**config.mk**
```make
export PLATFORM = sky130hd
export DESIGN_NAME = button_reader
export DESIGN_NICKNAME = d
export VERILOG_FILES = /design/src/rtl/button_reader_pkg.sv /design/src/rtl/button_reader_sync_2ff.sv /design/src/rtl/button_reader.sv
export SDC_FILE = /design/constraint.sdc
export NUM_CORES = 1
export LEC_CHECK = 0
export CORE_MARGIN = 2
export CORE_UTILIZATION = 60
export CTS_BUF_LIST = sky130_fd_sc_hd__clkbuf_8
export CTS_CLUSTER_SIZE = 20
export DETAILED_ROUTE_END_ITERATION = 16
export GPL_TIMING_DRIVEN = 1
export PLACE_DENSITY = 0.79
export SKIP_CTS_REPAIR_TIMING = 1
export SYNTH_ARGS = -nofsm -noshare
export SYNTH_HDL_FRONTEND = slang
export SYNTH_HIERARCHICAL = 1
export SYNTH_SLANG_ARGS = --single-unit
```
**constraint.sdc**
```tcl
create_clock -name clk -period 4.83 [get_ports clk]
set_clock_uncertainty 0.05 [all_clocks]
set_input_delay 0.7245 -clock clk [delete_from_list [all_inputs] [get_ports clk]]
set_output_delay 0.7245 -clock clk [all_outputs]
set_load 0.02 [all_outputs]
```
**src/rtl/button_reader_pkg.sv**
```systemverilog
// Shared types and board timing defaults for the push-button reader.
// FSM encoding is fixed so debug probes can decode the state bits.
package button_reader_pkg;

  localparam int unsigned DEF_DEBOUNCE_CYCLES = 120000;
  localparam int unsigned DEF_LONG_CYCLES     = 12000000;

  typedef enum logic [2:0] {
    IDLE      = 3'd0,
    PRESS_DB  = 3'd1,
    HELD      = 3'd2,
    LONG_HELD = 3'd3,
    REL_DB    = 3'd4
  } state_t;

endpackage

```
**src/rtl/button_reader_sync_2ff.sv**
```systemverilog
// Two-flop synchroniser with a parameterised reset value.
// Shared by every asynchronous board input.
module sync_2ff #(
  parameter int unsigned WIDTH   = 1,
  parameter logic        RST_VAL = 1'b0
) (
  input  logic             clk,
  input  logic             rst_n,
  input  logic [WIDTH-1:0] d_i,
  output logic [WIDTH-1:0] q_o
);

  logic [WIDTH-1:0] s1_q;
  logic [WIDTH-1:0] s2_q;

  always_ff @(posedge clk or negedge rst_n) begin
    if (!rst_n) begin
      s1_q <= {WIDTH{RST_VAL}};
      s2_q <= {WIDTH{RST_VAL}};
    end else begin
      s1_q <= d_i;
      s2_q <= s1_q;
    end
  end

  assign q_o = s2_q;

endmodule

```
**src/rtl/button_reader.sv**
```systemverilog
// Push-button reader: synchronise, debounce, classify short/long press.
// Emits a debounced level, one-cycle pulses and a wrapping press count.
module button_reader
  import button_reader_pkg::*;
#(
  parameter int unsigned DEBOUNCE_CYCLES = DEF_DEBOUNCE_CYCLES,
  parameter int unsigned LONG_CYCLES     = DEF_LONG_CYCLES,
  parameter bit          ACTIVE_LOW      = 1'b1
) (
  input  logic       clk,
  input  logic       rst_n,
  input  logic       btn_in,
  output logic       pressed,
  output logic       short_pulse,
  output logic       long_pulse,
  output logic [7:0] press_count
);

  localparam int DB_W   = $clog2(DEBOUNCE_CYCLES + 1);
  localparam int HOLD_W = $clog2(LONG_CYCLES + 1);

  // The IDLE/HELD sample that enters a debounce state counts as the
  // first stable cycle, so the debounce window ends one count early.
  localparam logic [DB_W-1:0]   DB_END   = DB_W'(DEBOUNCE_CYCLES - 2);
  localparam logic [HOLD_W-1:0] HOLD_END = HOLD_W'(LONG_CYCLES - 1);

  logic btn_s;
  logic act;

  state_t            state_q, state_d;
  logic [DB_W-1:0]   db_q, db_d;
  logic [HOLD_W-1:0] hold_q, hold_d;
  logic              lflag_q, lflag_d;
  logic              pressed_q, pressed_d;
  logic              short_q, short_d;
  logic              long_q, long_d;
  logic [7:0]        cnt_q, cnt_d;

  sync_2ff #(
    .WIDTH   (1),
    .RST_VAL (ACTIVE_LOW)
  ) u_sync (
    .clk   (clk),
    .rst_n (rst_n),
    .d_i   (btn_in),
    .q_o   (btn_s)
  );

  assign act = btn_s ^ ACTIVE_LOW;

  always_comb begin
    state_d   = state_q;
    db_d      = db_q;
    hold_d    = hold_q;
    lflag_d   = lflag_q;
    pressed_d = pressed_q;
    cnt_d     = cnt_q;
    short_d   = 1'b0;
    long_d    = 1'b0;
    unique case (state_q)
      IDLE: begin
        if (act) begin
          state_d = PRESS_DB;
          db_d    = '0;
        end
      end
      PRESS_DB: begin
        if (!act) begin
          state_d = IDLE;
        end else if (db_q == DB_END) begin
          state_d   = HELD;
          pressed_d = 1'b1;
          cnt_d     = cnt_q + 8'd1;
          hold_d    = '0;
          lflag_d   = 1'b0;
        end else begin
          db_d = db_q + 1'b1;
        end
      end
      HELD: begin
        // Reaching the long threshold wins over a same-cycle release.
        if (hold_q == HOLD_END) begin
          long_d  = 1'b1;
          lflag_d = 1'b1;
          db_d    = '0;
          state_d = act ? LONG_HELD : REL_DB;
        end else if (!act) begin
          state_d = REL_DB;
          lflag_d = 1'b0;
          db_d    = '0;
        end else begin
          hold_d = hold_q + 1'b1;
        end
      end
      LONG_HELD: begin
        if (!act) begin
          state_d = REL_DB;
          lflag_d = 1'b1;
          db_d    = '0;
        end
      end
      REL_DB: begin
        if (act) begin
          state_d = lflag_q ? LONG_HELD : HELD;
        end else if (db_q == DB_END) begin
          state_d   = IDLE;
          pressed_d = 1'b0;
          short_d   = ~lflag_q;
        end else begin
          db_d = db_q + 1'b1;
        end
      end
      default: state_d = IDLE;
    endcase
  end

  always_ff @(posedge clk or negedge rst_n) begin
    if (!rst_n) begin
      state_q   <= IDLE;
      db_q      <= '0;
      hold_q    <= '0;
      lflag_q   <= 1'b0;
      pressed_q <= 1'b0;
      short_q   <= 1'b0;
      long_q    <= 1'b0;
      cnt_q     <= '0;
    end else begin
      state_q   <= state_d;
      db_q      <= db_d;
      hold_q    <= hold_d;
      lflag_q   <= lflag_d;
      pressed_q <= pressed_d;
      short_q   <= short_d;
      long_q    <= long_d;
      cnt_q     <= cnt_d;
    end
  end

  assign pressed     = pressed_q;
  assign short_pulse = short_q;
  assign long_pulse  = long_q;
  assign press_count = cnt_q;

endmodule

```
After elaboration in Yosys (flattened, before gate mapping):

Index checks and enable logic that the tools add are counted.

* flip-flop bits (word level): 58
* latch bits: 0
* bits in writable memories: 0
* memory bits (read-only): 0
* word-level logic and storage cells: 80
* memories kept: 0

* add/subtract/negate cells: 3
* multipliers: 0
* div/mod/pow operators: 0
* magnitude comparators: 0
* equality and inequality tests: 17
* shift operators: 0
* mux-type cells: 37
* bitwise gates (word level): 2
* reductions and logical operators: 11

Operators by type and width (number)
* 2-to-1 mux 17 bit: 6
* 2-to-1 mux 24 bit: 4
* case mux 17 bit (5 select lines): 1
* case mux 24 bit (2 select lines): 1
* adder 24 x 1 -> 24 bit (second input constant): 1
* == test 24 bit (second input constant): 1
* 2-to-1 mux 3 bit: 8
* adder 17 x 1 -> 17 bit (second input constant): 1
* == test 17 bit (second input constant): 1
* case mux 3 bit (5 select lines): 1
* AND reduction 5 bit: 3
* 2-to-1 mux 1 bit: 14
* != test 2 bit (second input constant): 6
* adder 8 x 1 -> 8 bit (second input constant): 1
* == test 3 x 2 -> 1 bit (second input constant): 2
* != test 3 x 2 -> 1 bit (second input constant): 2
* AND reduction 3 bit: 2
* nonzero test 5 bit: 1
* != test 2 x 1 -> 1 bit (second input constant): 2
* AND reduction 4 bit: 1
* nonzero test 2 bit: 2
* == test 3 x 1 -> 1 bit (second input constant): 1
* == test 3 bit (second input constant): 1
* logical NOT 3 bit: 1
* 5 further kinds: 6

Depth between registers and ports, before layout:

Gate-level depths: netlist of run 1.

* word-level depth: 4
* depth in mapped cells: 9

Modules after synthesis:

Netlist of run 1, hierarchy kept.

Modules (own cells, without submodules)
* button_reader: times used 1, cells each 345, area an instance 3328.2 µm², sequential area each 1401.3 µm²
* sync_2ff: times used 1, cells each 2, area an instance 52.6 µm², sequential area each 52.6 µm²

Least setup slack after synthesis of run 1:

OpenSTA, ideal clock, no wires.

* path kind: reg-to-reg
* from: register db_q[9]
* to: register cnt_q[3] (netlist: press_count[3])
* data arrival time: 2210 ps
* required time: 4651 ps
* slack: 2440 ps
* stages on the path, launching flop included: 8
* period minus slack after synthesis: 2390 ps
* cells stage by stage: dfrtp_1 > or4b_1 > or4_1 > buf_6 > nor3_4 > buf_6 > nand4_4 > xnor2_2

* word-level cells in the longest chain between the ends: 2

Ends and longest elaborated chain
* start: declaration: line button_reader.sv:31 `logic [DB_W-1:0] db_q, db_d;`
* start signal: assignment: line button_reader.sv:120 `db_q <= '0;`
* start signal: assignment: line button_reader.sv:129 `db_q <= db_d;`
* == test 17 bit: line button_reader.sv:70 `end else if (db_q == DB_END) begin`
* AND reduction 3 bit (no source line)
* end signal: assignment: line button_reader.sv:135 `cnt_q <= cnt_d;`
* end: declaration: line button_reader.sv:37 `logic [7:0] cnt_q, cnt_d;`

No other way between the ends.
A chain may end at the register's enable or synchronous reset.

Worst setup path in the final report of run 1:

* from: register db_q[6]
* to: register cnt_q[3] (netlist: press_count[3])

The elaborated chain is that of the path after synthesis.

==> results of run 1 <==
-- metrics by stage --
stage / hold WS, ns / utilization / cell area [µm²] / power, µW / setup slack, ns
detailed placement: 0.297 / 0.640 / 3500 / 550 / 1.83
floorplan: 0.295 / - / 3380 / 531 / 2.44
finish: 0.305 / 0.674 / 3690 / 972 / 1.82
CTS: 0.306 / 0.674 / 3690 / 975 / 1.81
global route: 0.319 / 0.674 / 3690 / 1000 / 1.63
global placement: 0.296 / 0.640 / 3500 / 548 / 1.85
-- layout by cell type, fill, tap and decap left out, drive strengths merged, types with 3 or more instances in the layout --
master / n
nand4b: 4
nand2b: 5
nor3: 7
o21ai: 13
mux2i: 7
inv: 9
and4: 5
o211ai: 14
and3: 7
or4: 8
nand2: 31
nor2: 28
clkbuf: 9
ha: 4
xor2: 12
nand4: 15
a22oi: 3
xnor2: 12
a31oi: 3
nor4: 7
a21oi: 11
clkinv: 4
o2111ai: 5
dfrtp: 56
and2: 7
nand3: 13
clkdlybuf4s50: 12
a22o: 4
-- critical path: stages (launching register included) --
cell	delay [ns]
dfrtp_1	0.44
or4b_1	0.50
or4_1	0.72
nor3_4	0.84
nand4_4	0.17
xnor2_2	0.17
-- worst paths after layout --
path / start / end / depth (start not counted)
min reg2reg: u_sync/s1_q$_DFF_PN1_ / u_sync/q_o$_DFF_PN1_ / 0
min in group asynchronous: rst_n / press_count[0]$_DFFE_PN0P_ / 2
min: u_sync/s1_q$_DFF_PN1_ / u_sync/q_o$_DFF_PN1_ / 0
max reg2reg: db_q[6]$_DFFE_PN0P_ / press_count[3]$_DFFE_PN0P_ / 5
max: db_q[6]$_DFFE_PN0P_ / press_count[3]$_DFFE_PN0P_ / 5
max in group asynchronous: rst_n / hold_q[4]$_DFFE_PN0P_ / 2
-- final cells by class --
cell class              count  area share
inverters                   8     0.00814
repair buffers             14      0.0359
well taps                  72      0.0244
multi-input cells         264       0.487
clock inverters             7      0.0166
flip-flops and latches     58       0.394
clock buffers               9      0.0336
-- sequential cells by signal, indices dropped and copies added (netlist names) --
signal	flops
db_q	17
hold_q	24
lflag_q	1
long_pulse	1
press_count	8
pressed	1
short_pulse	1
state_q	3
u_sync/q_o	1
u_sync/s1_q	1
-- cells by family (layout without fill, tap and decap cells) --
kind of cell               Yosys count  after routing  share of synthesized area
adders and majority gates            4              4                     0.0148
xor gates and xnor gates            24             24                     0.0644
and+or+nand+nor                    151            151                      0.261
DFF                                 58             58                      0.430
AOI/OAI and AO/OA                   77             77                      0.168
buffers and inverters               25             38                     0.0381
muxes                                8              8                     0.0241
-- layer usage --
| layer | wire length, µm | vias up |
|---|---|---|
| met2 | 3430 | 81 |
| met1 | 3440 | 1408 |
| met3 | 320 | 13 |
| met5 | 0 | - |
| met4 | 143 | 0 |
| li1 | - | 1334 |
-- power groups by stage --
stage | logic [µW] | registers, µW | clock network (µW)
6_report | 42.8 | 498 | 431
3_5_place_dp | 42.7 | 507 | 0
4_1_cts | 43.0 | 498 | 434
5_1_grt | 48.7 | 499 | 454
3_3_place_gp | 41.6 | 507 | 0
2_1_floorplan | 28.3 | 503 | 0
==> reports/results.tsv, run 1 <==
stage	metric	value	unit
logic_synthesis	ys_seq_area_frac	0.430	
logic_synthesis	synthTopCellsByCount	dfrtp_1 (56), nand2_1 (31), nor2_1 (28), o211ai_1 (14)	
placed_design	portBuffers	13	
worst_setup_path	cp-end-kind	flip-flop	
timing	finalHoldViolCount	0	
route	routed_wl	7330	µm
global_route	grt_pass1_vias	2636	
route	vias	2836	
global_route	grt_antenna_before_repair	0	
finish	n_antenna_cell	0	
logic_synthesis	synth_area	3380	µm²
floorplanning	initial_utilization	0.618	
worst_setup_path	cp.arrival	3.19	ns
power	p_comb_frac	0.044	
power	seq_power_share	0.513	
timing	period_share	0.624	
global_route	grt_use_total	0.262	
logic_synthesis	synth_cell_type_count	67	
global_route	grt_pass1_wl	12900	µm
cts	numCtsBuffers	9	
logic_synthesis	synth_nets	354	
logic_synthesis	yosysTopAreaCell	dfrtp_1	
timing	worstMarginPinSlew	0.984	ns
logic_synthesis	ys.flop_type	dfrtp_1	
timing	setup_viol	0	
logic_synthesis	synth_enable_flop_cells	0	
timing	grt_setup_unrepaired	false	
timing	setup_tns	0	ns
route	ant_nets	0	
outcome	status	completed	
power	ir_drop	0.193	mV
worst_setup_path	r2r_slack	1.82	ns
worst_setup_path	worstPathRequired	5.00	ns
timing	finalMaxSlewViolations	0	
logic_synthesis	yosys_warnings	6	
global_route	globalRouteMet2Util	0.395	
route	firstDrtPassIters	5	
global_route	grt_most_used_layer	met2	
global_route	grt_max_degree	59	
global_route	globalRouteMet1Util	0.377	
global_route	overflow	0	
placed_design	post-dp-hpwl	4800	µm
finish	layout.nets	362	
cts	cts.clk_slew.worst_paths	0.08	ns
placed_design	gp_routability_congestion	0.816	
floorplanning	fp.dieW	79.1	µm
route	wire_per_inst	17.0	µm
cts	cts_buffer_depth	2	
worst_setup_path	crit_type	reg -> reg	
power	p_int	736	µW
finish	fillers	451	
logic_synthesis	synthCells	347	
cts	cts_sinks	58	
power	p_leak	0.00155	µW
logic_synthesis	avgSynthCellArea	9.74	µm²
placed_design	dp_cells	416	
finish	final_cells	432	
power	power_density	263	nW/µm²
logic_synthesis	ys_top_cells_by_area	dfrtp_1 (41%), nand2_1 (3.4%), nor2_1 (3.1%)	
logic_synthesis	synth.most_common_cell	dfrtp_1	
finish	ff_latch_area	1450	µm²
power	p_switching	235	µW
cts	clkLatencyLatePin	0.35	ns
route	dr.first_iter.drc_count	202	
timing	min_period	3.01	ns
floorplanning	die_y	79.1	µm
finish	multiInputGateArea	1800	µm²
floorplanning	coreArea	5470	µm²
floorplanning	die_area	6250	µm²
floorplanning	rows	27	
global_route	globalRouteMet3Util	0.0409	
timing	fmax	0.332	GHz
timing	max-slew-margin-rel	0.338	
finish	final_layout_size_suffix_gt1_frac	0.0972	
worst_setup_path	start_kind	flip-flop	
logic_synthesis	async_flop_share	1.00	
route	vias_per_cell	6.56	
floorplanning	io_pins	14	
route	drc	0	
hold_path	holdCritPathClass	reg -> reg	
finish	syn2layout_area_growth	9.14	%
logic_synthesis	yosysTopAreaCellShare	0.415	
power	power_frac_clock	0.443	
cts	cts_tree	built	
cts	cts-root-buf	clkbuf_8	
worst_setup_path	crit_path_max_fanout	24	
logic_synthesis	synth-seq-cells	58	
power	p_sw_frac	0.242	
cts	htree_levels	3	
job	maxCapViolations	0	
Note: power is estimated with default switching activity, not from simulation.
==> run 2: changes to the inputs <==
CORE_UTILIZATION = 57   (was 60)
clock period = 2.68 ns   (was 4.83 ns; I/O delays follow)
==> run 2 against run 1 <==
Compared with the run above: combinational power up 98%; sequential share of layout area down 1.7 points; worst hold slack better by 0.0032 ns; fmax up 19%; first-iteration DRC count down 28%; critical path type unchanged; critical endpoint is now db_q[0]$_DFFE_PN0P_.
==> reports/results.tsv, run 2 (synthesis results as in run 1) <==
stage	metric	value	unit	change
outcome	status	completed		
hold_path	holdCritPathClass	reg -> reg		
worst_setup_path	cp-end-kind	flip-flop		
floorplanning	io_pins	14		unchanged
timing	finalHoldViolCount	0		unchanged
placed_design	portBuffers	13		unchanged
finish	ff_latch_area	1450	µm²	unchanged
worst_setup_path	rr_worst_depth	6		+1
cts	htree_levels	3		unchanged
global_route	grt_use_total	0.251		-0.0118
global_route	grt_pass1_vias	2763		+4.8%
placed_design	placed_area	3630	µm²	+3.6%
cts	cts.clk_slew.worst_paths	0.07	ns	about the same
placed_design	gp_routability_congestion	0.839		+2.9%
timing	fmax	0.394	GHz	+19%
global_route	grt_pass1_wl	12700	µm	-1.4%
worst_setup_path	cp.arrival	2.77	ns	-0.42 ns
cts	cts_buffer_depth	2		unchanged
cts	cts_sinks	58		unchanged
hold_path	worstHoldStart	u_sync/s1_q$_DFF_PN1_		
route	ant_nets	0		unchanged
floorplanning	die_area	6560	µm²	+5.0%
timing	final_critical_path_setup_slack	0.143	ns	-1.67 ns
timing	setup_tns	0	ns	unchanged
worst_setup_path	crit_path_max_fanout	10		-58%
worst_setup_path	path_buf_inv	1		+1
route	wl_met2	3570	µm	+4.1%
cts	clkLatencyLatePin	0.34	ns	about the same
route	met3_wirelength	353	µm	+10%
route	routed_wl	7510	µm	+2.3%
route	firstDrtPassIters	4		-1
timing	fin_hold_ws	0.308	ns	+0.00315 ns
cts	cts_tree	built		
worst_setup_path	crit_slowest_cell	or4_1		
finish	final_cells	449		+3.9%
worst_setup_path	start_kind	flip-flop		
finish	layout_common_cells	dfrtp_1 (56), nand2_1 (31), nor2_1 (28)		
worst_setup_path	worstPathRequired	2.91	ns	-2.09 ns
worst_setup_path	r2r_slack	0.14	ns	-1.67 ns
timing	grt_setup_unrepaired	false		
power	ir_drop	0.325	mV	+68%
job	maxCapViolations	0		unchanged
route	drc	0		unchanged
finish	n_antenna_cell	0		unchanged
hold_path	hold_depth	0		unchanged
worst_setup_path	rr_startpoint	db_q[9]$_DFFE_PN0P_		
global_route	grt_antenna_before_repair	0		unchanged
worst_setup_path	crit_type	reg -> reg		
timing	max-slew-margin-rel	0.489		+0.151
placed_design	place_ws	0.173	ns	-1.66 ns
timing	setup_viol	0		unchanged
timing	worstMarginPinSlew	0.760	ns	-0.224 ns
hold_path	whs_endpoint	u_sync/q_o$_DFF_PN1_		
floorplanning	rows	28		+3.7%
cts	cts-root-buf	clkbuf_8		
route	wl_met1	3440	µm	about the same
finish	layout.nets	376		+3.9%
worst_setup_path	crit_path_max_incr_delay	0.60	ns	-0.24 ns
route	wire_per_inst	16.7	µm	-1.5%
worst_setup_path	crit_family	simple AND/OR/NAND/NOR gates		
finish	post-route-cell-area	3860	µm²	+4.6%
floorplanning	fp.dieW	81.0	µm	+2.5%
floorplanning	coreArea	5820	µm²	+6.3%
finish	multiInputGateArea	1800	µm²	unchanged
finish	final_layout_size_suffix_gt1_frac	0.131		+0.0338
finish	syn2layout_area_growth	14.1	%	
finish	largest_reg_flops	24		unchanged
placed_design	dp_cells	432		+3.8%
power	p_leak	0.00163	µW	+5.2%
worst_setup_path	reg2reg_to	db_q[0]$_DFFE_PN0P_		
global_route	overflow	0		unchanged
route	vias	2892		+2.0%
timing	finalMaxSlewViolations	0		unchanged
finish	final_common_cell	dfrtp_1		
timing	period_share	0.947		+0.323
finish	fillers	466		+3.3%
power	power_density	487	nW/µm²	+85%
finish	top_register	hold_q		
route	vias_per_cell	6.44		-1.9%
placed_design	post-dp-hpwl	5170	µm	+7.6%
floorplanning	die_y	81.0	µm	+2.5%
floorplanning	initial_utilization	0.581		-0.0364
cts	numCtsBuffers	9		unchanged
route	dr.first_iter.drc_count	145		-28%
global_route	grt_max_degree	38		-36%
timing	min_period	2.54	ns	-0.475 ns
route	highest-signal-layer	met4		
worst_setup_path	path_cells	or4b_1 -> or4_1 -> buf_4 -> a22oi_4 -> and2_1 -> o22a_1		
run 2: final cells by class:
class                      instances  area share
clock buffer                       9      0.0321
tap                               75      0.0243
inverter                           8     0.00778
timing repair buffer              28      0.0687
clock inverter                     7      0.0243
multi-input combinational        264       0.466
sequential                        58       0.377
run 2: how the worst max path moves through the flow:
stage | start | endpoint | slack [ns] | cells past startpoint
detailed placement | db_q[9]$_DFFE_PN0P_ | db_q[0]$_DFFE_PN0P_ | 0.17 | 6
global placement | db_q[9]$_DFFE_PN0P_ | db_q[12]$_DFFE_PN0P_ | 0.26 | 6
global route | db_q[9]$_DFFE_PN0P_ | db_q[1]$_DFFE_PN0P_ | 0.04 | 6
CTS | db_q[9]$_DFFE_PN0P_ | db_q[0]$_DFFE_PN0P_ | 0.16 | 6
floorplan | db_q[9]$_DFFE_PN0P_ | press_count[3]$_DFFE_PN0P_ | 0.29 | 7
finish | db_q[9]$_DFFE_PN0P_ | db_q[0]$_DFFE_PN0P_ | 0.14 | 6
run 2: where the power goes:
part | internal [µW] | total (µW) | switching [µW]
logic | 30.2 | 84.7 | 54.5
registers | 883 | 897 | 13.9
clock network | 521 | 898 | 377
total | 1430 | 1880 | 445
run 2: per-stage QoR:
stage,utilization,total power (µW)
2_1_floorplan,-,957
3_3_place_gp,0.624,993
3_5_place_dp,0.624,996
4_1_cts,0.662,1890
5_1_grt,0.664,1950
6_report,0.664,1880
run 2: layer usage:
metal  up-vias  track usage
li1       1358            -
met1      1438        0.336
met2        83        0.395
met3        13       0.0533
met4         0        0.103
met5         -            0
==> run 3: changes to the inputs <==
ABC_AREA = 1   (was unset)
CORE_UTILIZATION = 58   (was 57)
==> run 3 against run 2 <==
Compared with the run above: the run now ends with negative hold slack left; area after synthesis increased by 21%; die area increased by 18%; non-clock buffer count decreased by 10; routed wire length increased by 32%; count of clock-buffer cells in the layout increased by 1; cell area increased by 17%; worst setup slack improved by 0.26 ns; via count increased by 41%.
==> reports/results.tsv, run 3 <==
stage	metric	value	unit	change
outcome	status	finished, violations left		
outcome	violations	negative hold slack		
timing	setup_tns	0	ns	unchanged
floorplanning	die_y	88.1	µm	+8.8%
floorplanning	io_pins	14		unchanged
floorplanning	die_area	7770	µm²	+18%
route	ant_nets	0		unchanged
power	seq_power_share	0.381		-0.096
logic_synthesis	async_flop_share	1.00		unchanged
global_route	globalRouteMet2Util	0.459		+0.0636
logic_synthesis	synth_enable_flop_cells	0		unchanged
finish	n_antenna_cell	0		unchanged
cts	cts_tree	built		
logic_synthesis	yosys_warnings	6		unchanged
timing	setup_viol	0		unchanged
finish	final_common_cell	nand2_1		
timing	period_share	0.850		-0.0964
global_route	grt_antenna_before_repair	0		unchanged
floorplanning	fp.dieW	88.1	µm	+8.8%
logic_synthesis	avgSynthCellArea	6.43	µm²	-34%
power	p_int	1660	µW	+16%
route	vias	4075		+41%
logic_synthesis	synth.most_common_cell	nand2_1		
floorplanning	coreArea	6830	µm²	+17%
finish	final_layout_size_suffix_gt1_frac	0.0720		-0.0590
timing	max-slew-margin-rel	0.630		+0.141
cts	cts_sinks	58		unchanged
global_route	grt_pass1_wl	17100	µm	+34%
placed_design	portBuffers	13		unchanged
timing	fmax	0.439	GHz	+11%
placed_design	post-dp-hpwl	7210	µm	+39%
timing	fin_hold_ws	-0.00189	ns	-0.310 ns
logic_synthesis	synth-seq-cells	58		unchanged
placed_design	placed_area	4280	µm²	+18%
global_route	globalRouteMet1Util	0.377		+0.0406
logic_synthesis	synthCells	639		+84%
logic_synthesis	yosysTopAreaCell	dfrtp_1		
timing	worstMarginPinSlew	0.554	ns	-0.206 ns
logic_synthesis	synthTopCellsByCount	nand2_1 (224), nor2_1 (98), nand3_1 (74), dfrtp_1 (56), inv_1 (56)		
power	p_switching	1010	µW	+130%
worst_setup_path	worstPathRequired	2.91	ns	about the same
worst_setup_path	cp.arrival	2.51	ns	-0.26 ns
job	maxCapViolations	0		unchanged
finish	top_register	hold_q		
logic_synthesis	synth_top_family_by_area	simple AND/OR/NAND/NOR gates		
route	vias_per_cell	5.44		-16%
global_route	grt_most_used_layer	met2		
route	routed_wl	9930	µm	+32%
worst_setup_path	reg2reg_to	lflag_q$_DFFE_PN0P_		
global_route	overflow	0		unchanged
worst_setup_path	cp-end-kind	flip-flop		
worst_setup_path	r2r_slack	0.40	ns	+0.26 ns
worst_setup_path	rr_worst_depth	9		+3
logic_synthesis	synth_area	4110	µm²	+21%
finish	layout_common_cells	nand2_1 (224), nor2_1 (98), nand3_1 (74)		
cts	clkLatencyLatePin	0.34	ns	about the same
logic_synthesis	ys_seq_area_frac	0.354		-0.0760
worst_setup_path	crit_path_max_fanout	13		+3
route	wire_per_inst	13.3	µm	-21%
cts	cts.clk_slew.worst_paths	0.07	ns	about the same
logic_synthesis	synth_nets	646		+82%
floorplanning	rows	30		+7.1%
timing	grt_setup_unrepaired	false		
route	drc	0		unchanged
logic_synthesis	ys_top_cells_by_area	dfrtp_1 (34%), nand2_1 (20%), nand3_1 (9.0%)		
cts	cts_buffer_depth	2		unchanged
cts	numCtsBuffers	9		unchanged
hold_path	holdCritPathClass	in -> async		
cts	cts-root-buf	clkbuf_8		
floorplanning	initial_utilization	0.601		+0.0198
logic_synthesis	ys.flop_type	dfrtp_1		
timing	finalHoldViolCount	2		+2
route	dr.first_iter.drc_count	350		+140%
logic_synthesis	synthSimpleGateAreaFrac	0.453		+0.192
finish	syn2layout_area_growth	9.66	%	
power	p_comb_frac	0.267		+0.222
worst_setup_path	start_kind	flip-flop		
power	power_density	594	nW/µm²	+22%
power	ir_drop	0.358	mV	+10%
worst_setup_path	crit_type	reg -> reg		
logic_synthesis	synthMuxAreaShare	0		-0.0241
worst_setup_path	rr_startpoint	hold_q[0]$_DFFE_PN0P_		
finish	layout.nets	655		+74%
finish	post-route-cell-area	4500	µm²	+17%
global_route	grt_use_total	0.278		+0.0271
finish	largest_reg_flops	24		unchanged
logic_synthesis	synth_cell_type_count	37		-45%
global_route	grt_pass1_vias	3728		+35%
global_route	globalRouteMet3Util	0.0349		-0.0185
timing	finalMaxSlewViolations	0		unchanged
logic_synthesis	synth_compound_area_frac	0.0527		-0.115
power	p_leak	0.00208	µW	+28%
logic_synthesis	synth_xor_area_frac	0.0405		-0.0239
logic_synthesis	yosysTopAreaCellShare	0.341		-0.0733
timing	min_period	2.28	ns	-0.258 ns
placed_design	gp_routability_congestion	0.961		+15%
power	power_frac_clock	0.351		-0.127
logic_synthesis	synthAdderAreaFrac	0.0122		-0.00262
route	firstDrtPassIters	5		+1
global_route	grt_max_degree	59		+55%
power	p_sw_frac	0.379		+0.143
cts	htree_levels	3		unchanged
## run 3: cell count changes in the layout (fill, tap and decap cells not counted), moves of 8 or more
cell      delta
nand2_1    +193
xnor2_1      -8
o21ai_1      +8
buf_4        -8
o211ai_1    -14
or4_1        -8
inv_1       +48
nand3_1     +61
nor2_1      +70
## run 3: layout make-up
type,count,area (µm²)
Multi-Input combinational cell,499,2290
Fill cell,643,2330
Tap cell,96,120
Timing Repair Buffer,18,175
Inverter,62,233
Sequential cell,58,1450
Clock inverter,6,88.8
Clock buffer,10,138
## run 3: worst max-delay path, cell delays in order, from the launching register on
cell     delay (ns)
dfrtp_1        0.47
ha_1           0.27
nand3_1        0.22
inv_2          0.15
nand2_2        0.09
inv_2          0.07
nand3_1        0.42
o21ai_0        0.33
nand3_1        0.10
nand2_1        0.06
## run 3: through the flow
| step | hold WS (ns) | std cells | power [µW] | util | setup WS, ns |
|---|---|---|---|---|---|
| 6_report | -0.00189 | 749 | 2670 | 0.659 | 0.401 |
| 5_1_grt | 0.0220 | 749 | 2820 | 0.659 | 0.204 |
| 4_1_cts | 0.0184 | 749 | 2670 | 0.659 | 0.394 |
| 3_5_place_dp | 0.301 | 733 | 1740 | 0.626 | 0.409 |
| 3_3_place_gp | 0.297 | 733 | 1720 | 0.626 | 0.503 |
| 2_1_floorplan | 0.0564 | 639 | 1590 | - | 0.839 |
## run 3: worst max path at each step
stage	startpoint	endpoint	slack [ns]	depth (start not counted)
after floorplan	hold_q[0]$_DFFE_PN0P_	hold_q[15]$_DFFE_PN0P_	0.84	12
after global placement	hold_q[0]$_DFFE_PN0P_	db_q[0]$_DFFE_PN0P_	0.50	10
after detailed placement	hold_q[0]$_DFFE_PN0P_	lflag_q$_DFFE_PN0P_	0.41	9
after CTS	hold_q[0]$_DFFE_PN0P_	lflag_q$_DFFE_PN0P_	0.39	9
after global routing	hold_q[0]$_DFFE_PN0P_	hold_q[18]$_DFFE_PN0P_	0.20	11
final	hold_q[0]$_DFFE_PN0P_	lflag_q$_DFFE_PN0P_	0.40	9
## run 3: metal layers
layer / up-vias / part of all wire
met5: - / 0
met1: 1860 / 0.45
li1: 2043 / -
met3: 17 / 0.071
met4: 0 / 0.015
met2: 155 / 0.46
## run 3: power by group through the flow
stage	sequential, µW	combinational [µW]	clock, µW
floorplan	1010	582	0
global placement	1030	693	0
detailed placement	1030	709	0
CTS	1020	709	945
global route	1030	803	986
finish	1020	715	939
## run 3: logic make-up after synthesis
family | after synthesis
AND/OR/NAND/NOR | 437
buffers and inverters | 82
adder cells (fa/ha/maj) | 4
AO/OA/AOI/OAI | 39
flip-flops | 58
XOR/XNOR | 19
